### config.mk
export PLATFORM = sky130hd
export DESIGN_NAME = decode_issue
export DESIGN_NICKNAME = d
export VERILOG_FILES = /design/src/rtl/decode_issue.sv
export SDC_FILE = /design/constraint.sdc
export NUM_CORES = 2
export LEC_CHECK = 0
export ABC_CLOCK_PERIOD_IN_PS = 3410
export BUFFER_PORTS_ARGS = -buffer_cell sky130_fd_sc_hd__buf_2
export CORE_AREA = 8 8 292 350
export DETAILED_ROUTE_END_ITERATION = 12
export DIE_AREA = 0 0 300 358
export GPL_ROUTABILITY_DRIVEN = 1
export HOLD_SLACK_MARGIN = 0.08
export PLACE_DENSITY = 0.8
export REMOVE_ABC_BUFFERS = 1
export SKIP_LAST_GASP = 1
export SLEW_MARGIN = 5
export SYNTH_ARGS = -nofsm -noshare
export SYNTH_HDL_FRONTEND = slang
export SYNTH_SLANG_ARGS = --single-unit
### constraint.sdc
create_clock -name clk -period 3.41 [get_ports clk]
set_input_delay 0.1705 -clock clk [delete_from_list [all_inputs] [get_ports clk]]
set_output_delay 0.1705 -clock clk [all_outputs]
set_load 0.05 [all_outputs]
### src/rtl/decode_issue.sv
// Decode/issue stage: decodes a MIPS word, reads operands from a 32x32 register
// file with writeback bypass, tracks in-flight destinations in a pending
// scoreboard and presents one registered ALU operation with valid/ready flow.
module decode_issue #(
  parameter int unsigned DATA_W = 32
) (
  input  logic              clk,
  input  logic              rst_n,
  input  logic              instr_valid,
  input  logic [31:0]       instr,
  output logic              instr_ready,
  input  logic              wb_en,
  input  logic [4:0]        wb_addr,
  input  logic [DATA_W-1:0] wb_data,
  output logic              issue_valid,
  input  logic              alu_ready,
  output logic [5:0]        opcode,
  output logic [DATA_W-1:0] rs_content,
  output logic [DATA_W-1:0] rt_content,
  output logic [4:0]        shamt,
  output logic [5:0]        ALU_control,
  output logic [15:0]       immediate,
  output logic [4:0]        dest
);

  logic [5:0]        opc;
  logic [4:0]        rs_idx;
  logic [4:0]        rt_idx;
  logic [4:0]        rd_idx;
  logic [4:0]        dest_d;
  logic              wb_hit;
  logic              hazard;
  logic              accept;
  logic [DATA_W-1:0] rs_val;
  logic [DATA_W-1:0] rt_val;
  logic [31:0]       pending_q;
  logic [31:0]       pending_eff;
  logic [31:0]       pending_d;
  logic [DATA_W-1:0] regs_q [32];

  assign opc    = instr[31:26];
  assign rs_idx = instr[25:21];
  assign rt_idx = instr[20:16];
  assign rd_idx = instr[15:11];

  // A write to r0 is a no-op everywhere: regfile, bypass and scoreboard.
  assign wb_hit = wb_en && (wb_addr != 5'd0);

  // Destination select: R-type writes rd, branches/stores/jump write nothing.
  always_comb begin
    dest_d = rt_idx;
    case (opc)
      6'b000000:                                dest_d = rd_idx;
      6'b000100, 6'b000101, 6'b101011, 6'b000010: dest_d = 5'd0;
      default:                                  dest_d = rt_idx;
    endcase
  end

  // Scoreboard view after a same-cycle writeback clear; hazard uses this view.
  always_comb begin
    pending_eff = pending_q;
    if (wb_hit) pending_eff[wb_addr] = 1'b0;
  end

  assign hazard      = pending_eff[rs_idx] | pending_eff[rt_idx];
  assign instr_ready = (!issue_valid || alu_ready) && !hazard;
  assign accept      = instr_valid && instr_ready;

  // Operand read with writeback bypass; r0 always reads zero.
  always_comb begin
    if (rs_idx == 5'd0)                  rs_val = '0;
    else if (wb_hit && wb_addr == rs_idx) rs_val = wb_data;
    else                                  rs_val = regs_q[rs_idx];
    if (rt_idx == 5'd0)                  rt_val = '0;
    else if (wb_hit && wb_addr == rt_idx) rt_val = wb_data;
    else                                  rt_val = regs_q[rt_idx];
  end

  // Next scoreboard: set applied after clear so an issue wins over a writeback.
  always_comb begin
    pending_d = pending_eff;
    if (accept && dest_d != 5'd0) pending_d[dest_d] = 1'b1;
    pending_d[0] = 1'b0;
  end

  // Register file write port.
  always_ff @(posedge clk or negedge rst_n) begin
    if (!rst_n) begin
      for (int i = 0; i < 32; i++) regs_q[i] <= '0;
    end else if (wb_hit) begin
      regs_q[wb_addr] <= wb_data;
    end
  end

  // Pending-destination scoreboard.
  always_ff @(posedge clk or negedge rst_n) begin
    if (!rst_n) pending_q <= '0;
    else        pending_q <= pending_d;
  end

  // Issue register: load on accept, drop valid when consumed, otherwise hold.
  always_ff @(posedge clk or negedge rst_n) begin
    if (!rst_n) begin
      issue_valid <= 1'b0;
      opcode      <= '0;
      rs_content  <= '0;
      rt_content  <= '0;
      shamt       <= '0;
      ALU_control <= '0;
      immediate   <= '0;
      dest        <= '0;
    end else if (accept) begin
      issue_valid <= 1'b1;
      opcode      <= opc;
      rs_content  <= rs_val;
      rt_content  <= rt_val;
      shamt       <= instr[10:6];
      ALU_control <= instr[5:0];
      immediate   <= instr[15:0];
      dest        <= dest_d;
    end else if (alu_ready) begin
      issue_valid <= 1'b0;
    end
  end

endmodule
# ---- Word-level counts from Yosys, hierarchy flattened
# Index checks and enable logic that the tools add are counted.
dict set report op_classes {
  bitwise_logic 7
  n_mux 26
  reduce_logical 19
  n_eq_ne 6
  magnitude_cmp 10
}
# op n
set ops {}
lappend ops {{$bwmux W1024} 1}
lappend ops {{$mux W32} 11}
lappend ops {{$bmux W32 S5} 2}
lappend ops {{$demux W32 S5} 1}
lappend ops {{$and A32 B32 Y32} 1}
lappend ops {{$not A32 Y32} 1}
lappend ops {{$or A32 B32 Y32} 1}
lappend ops {{$lt A5 B6 Y1 const B} 4}
lappend ops {{$ge A6 B6 Y1 const B} 3}
lappend ops {{$not A5 Y6} 3}
lappend ops {{$eq A6 B3 Y1 const B} 2}
lappend ops {{$bmux W1 S5} 2}
lappend ops {{$demux W1 S5} 2}
lappend ops {{$eq A5 B5 Y1} 2}
lappend ops {{$ge A5 B1 Y1 const B} 2}
lappend ops {{$logic_not A5 Y1} 2}
lappend ops {{$pmux W5 S2} 1}
lappend ops {{$reduce_bool A5 Y1} 2}
lappend ops {{$logic_and A1 B1 Y1} 9}
lappend ops {{$eq A6 B2 Y1 const B} 1}
lappend ops {{$eq A6 B6 Y1 const B} 1}
lappend ops {{$logic_not A6 Y1} 1}
lappend ops {{$lt A6 B1 Y1 const B} 1}
lappend ops {{$mux W1} 6}
lappend ops {{other kinds (5)} 6}
dict set report word_totals {
  wordCells 109
  input_bits 74
  register_bits 1158
  output_inout_bits 104
}

# ---- Depth between registers and ports, before layout
dict set report logic_depth {
  word_depth 15
  ltp_mapped 14
  depth_no_buf 8
}

# ---- Least setup slack after synthesis
# OpenSTA, ideal clock, no wires.
dict set report synth_path {
  path_type {input to register}
  startpoint {in instr[21]}
  endpoint {reg rs_content[12]}
  arrival_ns 2.714
  setup_time_ns 0.125
  setup_slack_ns 0.572
  path_stages 9
  path_buffers 4
  required_ns 3.285
  path_cell_list {buf_2 -> buf_2 -> buf_2 -> buf_1 -> mux4_2 -> mux4_2 -> mux2i_1 -> a211oi_1 -> mux2_2}
}
dict set report synth_via {
  elab_chain_len 6
  word_cells_on_any_way 15
  cone_classes {eq/ne (1); mux (7); bitwise (2); reduce/logical (5)}
}
# element line_no
set synth_lines {}
lappend synth_lines {{start, declared} 10} ;# input logic [31:0] instr,
lappend synth_lines {{$not A5 Y6 (implied by the code) or $bmux W1 S5 (tied branches)} {73, 65}}
lappend synth_lines {{$bmux W32 S5 or $mux W1 (tied branches)} {73, 65}}
lappend synth_lines {{$mux W32 (implied by the code) or $or A1 B1 Y1 (tied branches)} {73, 65}}
lappend synth_lines {{$mux W32 (implied by the code) or $logic_not A1 Y1 (tied branches)} {73, 66}}
lappend synth_lines {{$mux W32 or $logic_and A1 B1 Y1 (tied branches)} {72, 66}}
lappend synth_lines {{$mux W32 or $logic_and A1 B1 Y1 (tied branches)} {71, 67}}
lappend synth_lines {{end signal, assigned} 115} ;# rs_content <= rs_val;
lappend synth_lines {{end, declared} 18} ;# output logic [DATA_W-1:0] rs_content,
# Several ways; a longest one is shown, not always the timed one. The select of a mux whose other input is x is not followed.
# A chain may end at the register's enable or synchronous reset.

# ---- Worst setup path in the final report
dict set report layout_path {
  startpoint {in wb_addr[4]}
  endpoint {out instr_ready}
}
dict set report layout_via {
  elab_chain_len 12
  word_cells_on_any_way 17
  cone_classes {order compare (2); mux (7); bitwise (3); reduce/logical (5)}
}
# element line_no
set layout_lines {}
lappend layout_lines {{start, declared} 13} ;# input logic [4:0] wb_addr,
lappend layout_lines {{$lt A5 B6 Y1 (implied by the code) or $ge A5 B1 Y1 (tied branches)} 62} ;# if (wb_hit) pending_eff[wb_addr] = 1'b0;
lappend layout_lines {{$logic_and A1 B1 Y1 (implied by the code)} 62}
lappend layout_lines {{$mux W1 (implied by the code)} 62}
lappend layout_lines {{$demux W1 S5} 62}
lappend layout_lines {{$not A32 Y32 (no line)} --}
lappend layout_lines {{$and A32 B32 Y32 (no line)} --}
lappend layout_lines {{$mux W32 (*)} 62}
lappend layout_lines {{$bmux W1 S5} 65} ;# assign hazard = pending_eff[rs_idx] | pending_eff[rt_idx];
lappend layout_lines {{$mux W1 (implied by the code)} 65}
lappend layout_lines {{$or A1 B1 Y1 (*)} 65}
lappend layout_lines {{$logic_not A1 Y1 (*)} 66} ;# assign instr_ready = (!issue_valid || alu_ready) && !hazard;
lappend layout_lines {{$logic_and A1 B1 Y1 (*)} 66}
lappend layout_lines {{end, declared} 11} ;# output logic instr_ready,
# Every way passes the cells marked *; elsewhere a longest branch is shown, timed or not. The select of a mux whose other input is x is not followed.

==> metrics.txt <==
sequential area share after synthesis=between 40 and 50%; drt drc=0; Layout area overhead=11.7%; IO Count=178; initial antenna violation count=1; Synth cell types=67; CTS root buffer=clkbuf_16; share of cells above drive strength 1=between 40% and 50%; Hold WC Path Type=input pin to async pin; Worst Setup Start Kind=input pin; Final WS setup=slightly below 0.1 ns; Final Hold Violating Endpoints=0; critical path required time=about 3.2 ns; Max clock buf depth=3; dominant cell type by area after synthesis=dfrtp_1; total grt overflow=0; number of buffers created by CTS=110; most frequent cells in the layout=dfrtp_1, mux2_2, mux4_2; first-pass GRT wire length=~270 mm; pre-CTS setup slack=between 0.2 and 0.3 ns; via count=39,900; critical path class=input pin to primary output; critical path peak fanout=15; most common cell after layout, fill and taps aside=dfrtp_1; vias per cell=7.14; DRT Pass-1 Iters=6; I/O Buffers=between 150 and 200; # clock sinks=about 1,100; Final min period=~3.3 ns; Synth top area share=47.6%; MaxCap Viol Count=0; row count=around 130; initial core utilization=62.5%; unrepaired setup endpoints after global routing=false; pwr/cell area=between 600 and 700 nW/um^2; DP HPWL=a little over 100 mm; die height=roughly 360 um; f_max=302 MHz; Setup-failing EPs final=0; Rel. slew slack=a little under a third; synthesized area=approximately 60,000 um^2; Mapped Cells=between 4,000 and 5,000; Overall Global Routing Usage=33.5%; post-layout util=69.9%; Max IR drop VDD=488 uV; die area=about 110,000 um^2; number of synthesized register bits=1,147; Post-synth EDFFs=0; Leak=~30 nW; vias in the first global route=roughly 42,000; clock skew=0.0431 ns; CTS tree=yes; ys async rst share=between 90% and 100%; Slew @ Worst Pin=1.04 ns; CTS clk-pin slew, worst paths=0.07 ns; CP endpoint kind=primary output; setup TNS=0 ns; Max Slew Vio Count=0; Placer Congestion=between 0.9 and 1; Synth Flop Type=dfrtp_1; DRT iter0 DRCs=a little under 5,000; clk_lat worst skew=0.72 ns; synth warn=0; Core ar.=about 96,000 um^2; run status=finished clean; Routed Antenna Nets=0; width of the chip=300 um; ratio of final minimum period to clock period=between 90% and 100%; wire length per cell=approximately 32 um; CTS HTree Levels=3; Synth area leaders=dfrtp_1, mux4_2, mux2_2; Final nets=approximately 4,300; Post-Route WL=approximately 180 mm; largest net degree at the start of global routing=about 130; CP Data Arrival Time=about 3.1 ns; Syn Area/Cell=~14 um^2
per-stage QoR:
stage / cell area, um^2 / hold slack (ns) / total power, mW / std cells
finish: 67300 / 0.137 / 41.8 / 5588
global placement: 62800 / 0.0854 / 28.3 / 5317
global route: 67300 / 0.157 / 43.3 / 5587
CTS: 67300 / 0.119 / 41.8 / 5587
detailed placement: 62800 / 0.0902 / 28.9 / 5317
floorplan: 58400 / -0.125 / 25.4 / 3712
worst paths after layout:
path | slack [ns] | cells past startpoint | to | startpoint
hold / removal | 0.14 | 3 | regs_q[958] | rst_n
min in group clk | 0.24 | 3 | immediate[5] | instr[5]
hold reg to reg | 0.39 | 0 | regs_q[1014] | regs_q[1014]
max in group asynchronous | 2.21 | 4 | regs_q[929] | rst_n
setup reg to reg | 0.59 | 7 | opcode[3] | pending_q[27]
setup / recovery | 0.1 | 12 | instr_ready | wb_addr[4]
state kept, by name (all words and copies together) (netlist names):
name	count
ALU_control	5
dest	5
immediate	7
issue_valid	1
opcode	6
pending_q	31
regs_q	1024
rs_content	32
rt_content	32
shamt	4
Yosys cell counts, types with 2 or more instances:
library cell,count
a2111oi_0,2
a211o_1,2
a211oi_1,69
a21oi_1,14
a22o_1,6
a22oi_1,2
a311oi_1,2
a31oi_1,5
a32o_1,6
and2_1,6
and4_1,2
and4bb_2,2
buf_1,33
buf_2,65
buf_4,11
buf_6,5
clkbuf_1,339
dfrtp_1,1147
inv_1,2
mux2_2,878
mux2_4,13
mux2i_1,64
mux4_2,643
nand2_1,616
nand2_2,3
nand2b_1,6
nand3_1,19
nand3b_1,3
nand4_1,6
nand4b_1,3
nor2_1,85
nor2b_1,15
nor3_1,6
nor3b_1,3
nor4_1,4
nor4bb_1,2
o21ai_0,32
o21ai_1,4
or2_1,2
or3_1,3
xnor2_1,4
xor2_1,6
repair_timing:
item | 4_1_cts | 5_1_grt
hold endpoints to repair | 913 | 0
hold buffers | 66 | 0
endpoints found under the setup margin | 0 | 1
setup buffers | 0 | 0
resized for setup | 0 | 2
metal layers:
layer	share of wire (%)	global-route usage [%]	wire, um	vias to the layer above
met5	0	0	0	-
met3	11	8.70	20200	558
li1	-	-	-	15700
met4	5.5	16.0	9850	0
met2	47	52.2	83700	2539
met1	36	44.1	64200	21100
critical path, cell delays in order:
cell and delay, ns:
dlygate4sd3_1 0.55, buf_2 0.31, nand4b_2 0.24, buf_4 0.21
o21ai_1 0.10, a22o_1 0.23, a221o_1 0.30, nor4_2 0.37
nor4_4 0.09, buf_4 0.17, and2_1 0.16, buf_2 0.22
kinds of logic (layout without fill, tap and decap cells):
logic type / count (synthesis) / count (layout) / synth area share, %
buffers and inverters: 455 / 607 / 3.10
other: 0 / 1 / 0
muxes: 1598 / 1598 / 41.8
AOI/OAI and AO/OA: 156 / 156 / 1.80
and+or+nand+nor: 799 / 799 / 5.50
xor gates and xnor gates: 10 / 10 / 0.145
DFF: 1147 / 1147 / 47.6
final cells by class:
class                   instances  area (um^2)
flip-flops and latches       1147        28700
clock inverters                46          608
diodes                          1         2.50
inverters                       2         7.51
multi-input cells            2563        29900
repair buffers                401         3320
well taps                    1270         1590
fillers                      6248        29000
clock buffers                 158         3190
power breakdown:
| part | internal, mW | switching [mW] | total (mW) | leakage [nW] |
|---|---|---|---|---|
| registers | 16.4 | 2.02 | 18.4 | 14.7 |
| logic | 5.39 | 5.05 | 10.4 | 13.2 |
| clock network | 7.43 | 5.48 | 12.9 | 1.88 |
| total | 29.2 | 12.5 | 41.8 | 29.8 |
(Power assumes the default switching activity.)
